**src/rtl/ram_port_arbiter.sv**
```systemverilog
// rtl/ram_port_arbiter.sv - two-port round-robin arbiter in front of a single-port RAM
// Tracks in-flight reads through the RAM latency and returns each word to its issuing port.
module ram_port_arbiter #(
    parameter int ADDR_W = 16,
    parameter int DATA_W = 32,
    parameter int RD_LAT = 1
) (
    input  logic              clk,
    input  logic              reset,
    input  logic              m0_req,
    input  logic              m0_we,
    input  logic [ADDR_W-1:0] m0_addr,
    input  logic [DATA_W-1:0] m0_wdata,
    output logic              m0_gnt,
    output logic              m0_rvalid,
    output logic [DATA_W-1:0] m0_rdata,
    input  logic              m1_req,
    input  logic              m1_we,
    input  logic [ADDR_W-1:0] m1_addr,
    input  logic [DATA_W-1:0] m1_wdata,
    output logic              m1_gnt,
    output logic              m1_rvalid,
    output logic [DATA_W-1:0] m1_rdata,
    output logic [ADDR_W-1:0] ram_address,
    output logic [DATA_W-1:0] ram_data,
    output logic              ram_wren,
    input  logic [DATA_W-1:0] ram_q
);

    logic              last_q;
    logic              last_d;
    logic              accept;
    logic              rd_push;
    logic [RD_LAT-1:0] tag_vld_q;
    logic [RD_LAT-1:0] tag_port_q;
    logic              cap_vld_q;
    logic              cap_port_q;
    logic [DATA_W-1:0] cap_data_q;
    logic              m0_rvalid_q;
    logic              m1_rvalid_q;
    logic [DATA_W-1:0] m0_rdata_q;
    logic [DATA_W-1:0] m1_rdata_q;

    // last_q names the most recently granted port; on a tie the other one wins.
    always_comb begin
        m0_gnt      = 1'b0;
        m1_gnt      = 1'b0;
        ram_address = '0;
        ram_data    = '0;
        ram_wren    = 1'b0;
        if (!reset) begin
            if (m0_req && m1_req) begin
                m0_gnt = last_q;
                m1_gnt = !last_q;
            end else begin
                m0_gnt = m0_req;
                m1_gnt = m1_req;
            end
        end
        if (m0_gnt) begin
            ram_address = m0_addr;
            ram_data    = m0_wdata;
            ram_wren    = m0_we;
        end else if (m1_gnt) begin
            ram_address = m1_addr;
            ram_data    = m1_wdata;
            ram_wren    = m1_we;
        end
        accept  = m0_gnt | m1_gnt;
        rd_push = accept && !ram_wren;
        last_d  = accept ? m1_gnt : last_q;
    end

    // ram_q is only stable for one edge, so it is captured as the tag exits and
    // presented on the port outputs one edge later.
    always_ff @(posedge clk or posedge reset) begin
        if (reset) begin
            last_q      <= 1'b1;
            tag_vld_q   <= '0;
            tag_port_q  <= '0;
            cap_vld_q   <= 1'b0;
            cap_port_q  <= 1'b0;
            cap_data_q  <= '0;
            m0_rvalid_q <= 1'b0;
            m1_rvalid_q <= 1'b0;
            m0_rdata_q  <= '0;
            m1_rdata_q  <= '0;
        end else begin
            last_q        <= last_d;
            tag_vld_q[0]  <= rd_push;
            tag_port_q[0] <= m1_gnt;
            for (int i = 1; i < RD_LAT; i++) begin
                tag_vld_q[i]  <= tag_vld_q[i-1];
                tag_port_q[i] <= tag_port_q[i-1];
            end
            cap_vld_q  <= tag_vld_q[RD_LAT-1];
            cap_port_q <= tag_port_q[RD_LAT-1];
            if (tag_vld_q[RD_LAT-1]) begin
                cap_data_q <= ram_q;
            end
            m0_rvalid_q <= cap_vld_q && !cap_port_q;
            m1_rvalid_q <= cap_vld_q && cap_port_q;
            if (cap_vld_q && !cap_port_q) begin
                m0_rdata_q <= cap_data_q;
            end
            if (cap_vld_q && cap_port_q) begin
                m1_rdata_q <= cap_data_q;
            end
        end
    end

    assign m0_rvalid = m0_rvalid_q;
    assign m1_rvalid = m1_rvalid_q;
    assign m0_rdata  = m0_rdata_q;
    assign m1_rdata  = m1_rdata_q;

endmodule

```
**config.mk**
```make
export PLATFORM = sky130hd
export DESIGN_NAME = ram_port_arbiter
export DESIGN_NICKNAME = d
export VERILOG_FILES = /design/src/rtl/ram_port_arbiter.sv
export SDC_FILE = /design/constraint.sdc
export NUM_CORES = 1
export LEC_CHECK = 0
export BUFFER_PORTS_ARGS = -buffer_cell sky130_fd_sc_hd__buf_2
export CAP_MARGIN = 10
export CELL_PAD_IN_SITES_DETAIL_PLACEMENT = 0
export CELL_PAD_IN_SITES_GLOBAL_PLACEMENT = 1
export CORE_ASPECT_RATIO = 0.6
export CORE_UTILIZATION = 38
export CTS_CLUSTER_DIAMETER = 60
export CTS_CLUSTER_SIZE = 30
export DETAILED_ROUTE_END_ITERATION = 10
export PLACE_DENSITY_LB_ADDON = 0.1
export SLEW_MARGIN = 10
export SYNTH_ARGS = -nofsm -noshare
export SYNTH_HDL_FRONTEND = slang
export SYNTH_SLANG_ARGS = --single-unit
```
**constraint.sdc**
```tcl
create_clock -name clk -period 5.05 [get_ports clk]
set_clock_uncertainty 0.2 [all_clocks]
set_input_delay 0.505 -clock clk [delete_from_list [all_inputs] [get_ports clk]]
set_output_delay 0.505 -clock clk [all_outputs]
set_load 0.05 [all_outputs]
```
==> results.yml, run 1 <==
status:
  status: "finished clean"
setup_path:
  crit_path_max_fanout: 51
  start_kind: "flop"
  r2r-end: "m0_rdata[29]"
  rr_startpoint: "cap_port_q"
  crit_chain: "a21bo_2, o32ai_1, buf_2"
  crit_required_ns: 4.35
  ff2ff_setup_slack_ns: 2.92
  max_stage_delay_ns: 0.85
  crit_path_end_kind: "output pin"
  cp.buffers_inverters: 1
  crit_family: "compound AO/OA/AOI/OAI gates"
  reg2regPathDepth: 3
  crit_slowest_cell: "a21bo_2"
  criticalPathCategory: "reg -> out"
  worst-endpoint-arrival_ns: 2.25
die:
  dieHeight_um: 92.66
  die_area_um2: 14180
  die_w_um: 153.1
  initial_core_util_pct: 39.76
  rows: 32
  num_io_pins: 251
  core_area_um2: 13090
logic_synthesis:
  syn-cell-area_um2: 5205
  ys_seq_area_share_pct: 49.54
  synth_area_per_cell_um2: 13.05
  synth_cells: 399
  yosysWarnings: 0
  ys_ff_latch: 103
  yosysUniqueCellTypes: 22
  syn_nets: 533
clocking:
  clock_sinks: 103
  cts-root-buf: "clkbuf_16"
  post-cts-setup-buffers: 0
  cts.htree.levels: 3
  cts_resized: 0
  clkLatencyLatePin_ns: 0.33
  cts_hold_buffers: 0
  clk_pin_slew_worst_paths_ns: 0.07
  cts_buffers: 9
  tritoncts: "yes"
  cts.path.max_buffers: 2
pwr:
  combinationalPowerShare_pct: 47.3
  p_int_mw: 2.259
  switching_share_pct: 44.72
  pwr-share-clk_pct: 20.1
  p_seq_share_pct: 32.5
  pwr_density_cell_nw_per_um2: 598.6
  peakVddDrop_uv: 379.2
  p_sw_mw: 1.827
  leakage_nw: 3.330
hold_path:
  hp-class: "reg -> reg"
  min_delay_path_depth: 0
  hold_end: "cap_port_q"
  hold_start: "tag_port_q"
route:
  met1_length_um: 5732
  wl_met2_um: 5960
  highest_layer: "met5"
  dr_wl_met3_um: 1008
  wl_um: 12800
  drt_first_pass_iters: 7
  drt-initial-drc-count: 223
  drc_errors: 0
  vias: 3954
  final_antenna_net_count: 0
  viasPerCell: 4.936
  routedWlPerCell_um: 15.99
finish:
  final_area_um2: 6827
  final_cell_mix: "buf_2, dfrtp_1, nand2b_1, mux2_2, o32ai_1"
  drive_above_1_share_pct: 59.52
  final_common_cell: "buf_2"
  syn2layout_area_growth_pct: 31.15
  finalNetCount: 760
sta:
  rsz0062_at_grt: "no"
  worstMarginPinSlew_ns: 1.061
  setup_violations: 0
  fin_crit_sh_pct: 58.53
  finalSetupTns_ns: 0
  fmax_mhz: 338.3
  post-route-min-period_ns: 2.956
  hold_violations: 0
  max-slew-margin-rel_pct: 29.27
  slew_violations: 0
placed_design:
  place_congestion: 0.7317
  dp_hpwl_um: 8833
  placed_area_um2: 6444
  portBuffers: 250
global_route:
  antenna_found_initial: 3
  track_usage_pct: 18.39
  grt_pass1_vias: 3914
  grt_pass1_wl_um: 20460
  grt_max_degree: 104
  overflow: 0
run:
  drv_cap: 0
-- metrics by stage --
stage / total power [mW] / utilization (%) / hold WS [ns] / std cells / setup WS, ns
final: 4.086 / 52.14 / 0.1634 / 801 / 2.094
after CTS: 4.124 / 51.95 / 0.1636 / 799 / 2.026
after floorplan: 2.826 / - / 0.1312 / 399 / 1.457
after global placement: 3.248 / 49.22 / 0.1399 / 784 / 2.309
after detailed placement: 3.285 / 49.22 / 0.1380 / 784 / 2.246
after global routing: 4.273 / 52.12 / 0.1774 / 800 / 1.893
-- worst reg2reg max path, cell delays in order, from the launching register on --
cell     delay (ns)
dfrtp_1        0.41
nor2b_4        0.51
buf_4          0.47
mux2_2         0.41
-- cells by family after synthesis --
group | after synthesis | share of synthesized area (%)
AO/OA/AOI/OAI | 52 | 9.495
buffers and inverters | 42 | 5.313
flip-flops | 103 | 49.54
multiplexers | 96 | 22.86
AND/OR/NAND/NOR | 106 | 12.79
-- cell type report --
class	count	area, um^2
fillers	1155	6266
flip-flops and latches	103	2579
multi-input cells	254	2357
repair buffers	255	1304
clock buffers	10	229.0
well taps	170	212.7
clock inverters	5	128.9
inverters	3	13.76
diodes	1	2.502
-- synthesized netlist by cell type --
cell type,n,share of area (%)
clkbuf_2,2,0.19
a22o_1,1,0.17
nor2b_1,1,0.12
a21bo_2,1,0.19
buf_4,5,0.72
nand2b_1,99,12
mux2_4,29,8.4
nor2b_4,1,0.26
clkbuf_1,14,1.0
dfrtp_1,102,49
mux2_1,2,0.43
nor2_1,2,0.14
o32ai_2,5,1.6
o32ai_1,45,7.6
or2_2,1,0.12
inv_1,3,0.22
buf_6,12,2.6
mux2_2,65,14
nand2_2,1,0.12
or2_1,1,0.12
buf_2,6,0.58
dfstp_2,1,0.50
-- metal layers --
metal | vias up | track usage, %
li1 | 1878 | -
met5 | - | 0
met1 | 1931 | 23.98
met3 | 11 | 6.879
met2 | 132 | 29.41
met4 | 2 | 3.283
-- how the worst max path moves through the flow --
stage | slack, ns | endpoint | depth (start not counted) | from
after CTS | 2.03 | ram_data[7] | 3 | last_q
final | 2.09 | ram_data[7] | 3 | last_q
after floorplan | 1.46 | cap_data_q[0] | 2 | reset
after global placement | 2.31 | ram_data[4] | 4 | m1_req
after detailed placement | 2.25 | ram_data[7] | 4 | m1_req
after global routing | 1.89 | ram_data[7] | 3 | last_q
-- power groups by stage --
stage | logic [mW] | registers, mW | clock network, mW
4_1_cts | 1.95 | 1.33 | 0.847
3_3_place_gp | 1.93 | 1.32 | 0
6_report | 1.93 | 1.33 | 0.822
3_5_place_dp | 1.95 | 1.34 | 0
5_1_grt | 2.02 | 1.38 | 0.881
2_1_floorplan | 0.614 | 2.21 | 0
No activity file was read; power rests on OpenSTA's default activity.
==> run 2: changes to the inputs <==
CORE_UTILIZATION = 35   (was 38)
clock period = 2.85 ns   (was 5.05 ns; I/O delays follow)
==> results.yml, run 2 (same netlist as run 1, synthesis figures left out) <==
status:
  status: "finished clean"
setup_path:
  path_depth: 4
  crit_slowest_cell: "dfstp_2"
  worst-endpoint-arrival_ns: 1.92
  criticalPathCategory: "reg -> out"
  crit_family: "buffers and inverters"
  ff2ff_setup_slack_ns: 1.18
  crit_required_ns: 2.37
  r2r-end: "m1_rdata[21]"
  max_stage_delay_ns: 0.57
  cp.buffers_inverters: 2
  rr_startpoint: "cap_port_q"
  reg2regPathDepth: 3
  start_kind: "flop"
  crit_path_end_kind: "output pin"
  crit_path_max_fanout: 51
  crit_chain: "nor2b_4, buf_4, o32ai_1, buf_2"
clocking:
  post-cts-setup-buffers: 0
  clock_sinks: 103
  cts.htree.levels: 3
  clkLatencyLatePin_ns: 0.33
  tritoncts: "yes"
  cts_buffers: 9
  cts-root-buf: "clkbuf_16"
  cts.path.max_buffers: 2
  clk_pin_slew_worst_paths_ns: 0.06
sta:
  hold_violations: 0
  fmax_mhz: 415.0
  worstMarginPinSlew_ns: 0.6886
  setup_violations: 0
  rsz0062_at_grt: "no"
  fin_crit_sh_pct: 84.55
  post-route-min-period_ns: 2.410
  slew_violations: 0
  finalSetupTns_ns: 0
  max-slew-margin-rel_pct: 54.10
route:
  wl_um: 12950
  final_antenna_net_count: 0
  drt_first_pass_iters: 4
  viasPerCell: 4.726
  drt-initial-drc-count: 157
  vias: 4093
  routedWlPerCell_um: 14.95
  drc_errors: 0
pwr:
  peakVddDrop_uv: 617.9
  pwr_density_cell_nw_per_um2: 988.6
  leakage_nw: 3.462
  pwr-share-clk_pct: 18.1
  combinationalPowerShare_pct: 48.6
  p_seq_share_pct: 33.2
  power_mw: 7.100
  p_int_mw: 3.860
  p_sw_mw: 3.241
  switching_share_pct: 45.64
placed_design:
  placed_area_um2: 6543
  place_congestion: 0.8354
  portBuffers: 250
  post-place-cells: 817
  dp_hpwl_um: 8973
global_route:
  grt_pass1_vias: 3840
  grt_pass1_wl_um: 19840
  track_usage_pct: 16.32
  overflow: 0
  grt_max_degree: 104
  antenna_found_initial: 0
die:
  num_io_pins: 251
  dieHeight_um: 96.46
  die_area_um2: 15380
  die_w_um: 159.4
  initial_core_util_pct: 35.88
  core_area_um2: 14510
  rows: 34
hold_path:
  hold_start: "m0_we"
  min_delay_path_depth: 3
  hp-class: "in -> reg"
  hold_end: "tag_vld_q"
finish:
  drive_above_1_share_pct: 56.82
  final_common_cell: "buf_2"
  fin_util_pct: 49.51
  finalNetCount: 796
  syn2layout_area_growth_pct: 37.98
  final_cell_mix: "buf_2, dfrtp_1, nand2b_1, mux2_2, o32ai_1"
  final_cells: 866
  final_area_um2: 7182
run:
  drv_cap: 0
==> run 2: cell count changes in the layout (fill, tap and decap cells not counted) <==
cell           previous run  this run
clkbuf_1                  1         2
clkinv_2                  0         1
buf_4                     5         8
dlygate4sd3_1             0        32
inv_4                     1         0
bufinv_16                 4         2
buf_12                    1         2
clkinvlp_4                0         2
==> run 2: through the flow <==
stage	setup WS, ns	hold slack (ns)
after floorplan	0.05227	0.1312
after global placement	0.6827	0.1411
after detailed placement	0.6189	0.1457
after CTS	0.4207	0.02645
after global routing	0.3093	0.04173
final	0.4403	0.04080
==> run 2: cell type report <==
class / count / area, um^2
clock inverters: 5 / 81.33
clock buffers: 11 / 232.7
diodes: 1 / 2.502
inverters: 3 / 15.01
multi-input cells: 254 / 2357
repair buffers: 291 / 1667
well taps: 198 / 247.7
flip-flops and latches: 103 / 2579
fillers: 1315 / 7325
==> run 2: what timing repair did <==
item,4_1_cts,5_1_grt
resized for setup,0,0
endpoints found under the hold margin,32,0
hold buffers,32,0
==> run 2: metal layers <==
layer / part of all wire [%] / global-route usage (%) / wire [um]
met1: 46 / 21.80 / 5917
met2: 47 / 26.10 / 6033
met3: 6.4 / 4.866 / 833
met4: 1.3 / 4.087 / 165
met5: 0 / 0 / 0
==> run 2: worst max path at each step <==
stage / slack, ns / startpoint / end
global placement: 0.68 / reset / ram_address[3]
global route: 0.31 / last_q / ram_data[20]
finish: 0.44 / last_q / ram_data[4]
floorplan: 0.05 / reset / last_q
detailed placement: 0.62 / reset / ram_data[6]
CTS: 0.42 / last_q / ram_data[13]
==> run 2: power groups by stage <==
| stage | combinational (mW) | sequential, mW | clock [mW] |
|---|---|---|---|
| final | 3.45 | 2.36 | 1.29 |
| after global routing | 3.61 | 2.45 | 1.38 |
| after CTS | 3.48 | 2.36 | 1.33 |
| after detailed placement | 3.45 | 2.38 | 0 |
| after global placement | 3.42 | 2.35 | 0 |
| after floorplan | 1.09 | 3.92 | 0 |
==> run 2: tightest hold or removal path: stages <==
cell     delay, ns
buf_2         0.08
or2_2         0.10
o32ai_2       0.06
==> run 3: changes to the inputs <==
ABC_AREA = 1   (was default)
CORE_UTILIZATION = 31   (was 35)
clock period = 2.3 ns   (was 2.85 ns; I/O delays follow)
==> results.yml, run 3 <==
route:
  wl_um: 12600
  drt_first_pass_iters: 4
  drt-initial-drc-count: 172
  vias: 4269
  routedWlPerCell_um: 12.70
  final_antenna_net_count: 0
  drc_errors: 0
  viasPerCell: 4.303
finish:
  drive_above_1_share_pct: 37.88
  antenna_cells: 0
  final_common_cell: "nand2_1"
  syn2layout_area_growth_pct: 47.73
  final_area_um2: 6568
  finalNetCount: 929
  final_cell_mix: "nand2_1, buf_2, dfrtp_1, o21ai_0, inv_1"
  nFillCells: 1390
setup_path:
  crit_slowest_cell: "dfstp_2"
  cp.buffers_inverters: 4
  cp_common_cell: "nand2_1"
  crit_path_max_fanout: 24
  crit_chain: "inv_1, nand2_1, nand2_1, inv_2, clkbuf_16, nand2_1, nand2_1, buf_2"
  crit_family: "buffers and inverters"
  criticalPathCategory: "reg -> out"
  max_stage_delay_ns: 0.53
  crit_path_end_kind: "output pin"
  crit_required_ns: 1.87
  worst-endpoint-arrival_ns: 1.74
  start_kind: "flop"
placed_design:
  portBuffers: 250
  placed_area_um2: 5851
  dp_hpwl_um: 8906
  place_congestion: 0.7502
logic_synthesis:
  synthFlopType: "dfrtp_1"
  synth-edff-count: 0
  yosysWarnings: 0
  synth_top_area_cell: "dfrtp_1"
  syn-cell-area_um2: 4446
  ys_top_cells_by_count: "nand2_1, dfrtp_1, o21ai_0, inv_1, o21ai_2"
  netlist.area_leader.share_pct: 57.42
  syn_nets: 657
  async_flop_share_pct: 100.0
  synth_area_per_cell_um2: 8.500
  ys_seq_area_share_pct: 58.01
  synth_cells: 523
  ys_ff_latch: 103
  yosysMostFrequentCell: "nand2_1"
  yosysUniqueCellTypes: 16
  synthTopCellsByArea: "dfrtp_1, nand2_1, o21ai_0, o21ai_2, inv_1"
pwr:
  leakage_nw: 3.691
  peakVddDrop_uv: 410.5
  pwr_density_cell_nw_per_um2: 992.5
clocking:
  clkLatencyLatePin_ns: 0.34
  cts-root-buf: "clkbuf_16"
  clock_sinks: 103
  cts.path.max_buffers: 2
  clk_pin_slew_worst_paths_ns: 0.07
  tritoncts: "yes"
  cts.htree.levels: 3
  post-cts-setup-buffers: 0
  cts_buffers: 9
run:
  drv_cap: 0
hold_path:
  hp-class: "in -> async"
global_route:
  overflow: 0
  grt_max_degree: 77
  grt_pass1_wl_um: 19130
  grt_pass1_vias: 4030
  track_usage_pct: 16.60
  antenna_found_initial: 0
sta:
  hold_violations: 0
  finalSetupTns_ns: 0
  fmax_mhz: 459.9
  post-route-min-period_ns: 2.174
  setup_violations: 0
  rsz0062_at_grt: "no"
  worstMarginPinSlew_ns: 0.9565
  fin_crit_sh_pct: 94.54
  slew_violations: 0
  max-slew-margin-rel_pct: 36.23
die:
  die_w_um: 156.6
  num_io_pins: 251
  die_area_um2: 14840
  initial_core_util_pct: 32.14
  core_area_um2: 13830
  rows: 33
  dieHeight_um: 94.76
status:
  status: "finished clean"
## run 3: worst paths after layout
path | slack [ns] | from | end | depth (start not counted)
hold reg to reg | 0.16 | tag_port_q | cap_port_q | 0
min in group clk | 0.06 | m1_req | last_q | 3
max in group asynchronous | 1.24 | reset | tag_vld_q | 3
hold / removal | 0.03 | reset | tag_vld_q | 3
setup / recovery | 0.13 | last_q | ram_address[5] | 8
setup reg to reg | 0.49 | cap_vld_q | m0_rdata[2] | 5
## run 3: metal layers
metal | track usage [%] | up-vias | wire, um
met5 | 0 | - | 0
met2 | 27.60 | 133 | 6132
met1 | 20.69 | 1956 | 5577
li1 | - | 2162 | -
met3 | 5.048 | 18 | 683
met4 | 5.474 | 0 | 202
## run 3: worst reg2reg max path, delay by kind of cell (launching register included)
| family | cells | cell delay [ns] |
|---|---|---|
| DFF | 1 | 0.39 |
| and+or+nand+nor | 2 | 0.73 |
| buffers and inverters | 2 | 0.34 |
| AOI/OAI and AO/OA | 1 | 0.08 |
## run 3: kinds of logic after synthesis
group | synth area share, %
AO/OA/AOI/OAI | 12.97
AND/OR/NAND/NOR | 21.36
buffers and inverters | 7.656
flip-flops | 58.01
## run 3: cell type report
| type | count | area (um^2) | share of cell area, % |
|---|---|---|---|
| flip-flops and latches | 103 | 2580 | 39.28 |
| repair buffers | 292 | 1744 | 26.56 |
| multi-input cells | 349 | 1529 | 23.28 |
| clock buffers | 11 | 252.7 | 3.848 |
| well taps | 192 | 240.2 | 3.658 |
| inverters | 40 | 181.4 | 2.762 |
| clock inverters | 5 | 40.04 | 0.6096 |
## run 3: stage by stage
| stage | worst slack [ns] | power, mW | util, % | cells | hold slack, ns |
|---|---|---|---|---|---|
| floorplan | 0.05530 | 4.338 | - | 523 | 0.05300 |
| global placement | 0.2914 | 5.000 | 42.30 | 940 | 0.1328 |
| detailed placement | 0.2035 | 5.028 | 42.30 | 940 | 0.1402 |
| CTS | 0.04385 | 6.573 | 46.97 | 991 | 0.06681 |
| global route | 0.01131 | 6.874 | 47.48 | 992 | 0.1118 |
| finish | 0.1255 | 6.519 | 47.48 | 992 | 0.02530 |
## run 3: what timing repair did
item                       CTS  global route
hold endpoints to repair    60             0
hold buffers                35             0
cloned                       0             1
setup endpoints to repair   49            48
resized for setup            1            14
## run 3: report_power, final
group	switching, mW	internal (mW)	total (mW)	leakage, nW
clock	0.684	0.800	1.48	0.134
combinational	1.99	0.629	2.62	2.26
sequential	0.198	2.22	2.41	1.30
total	2.87	3.64	6.52	3.69
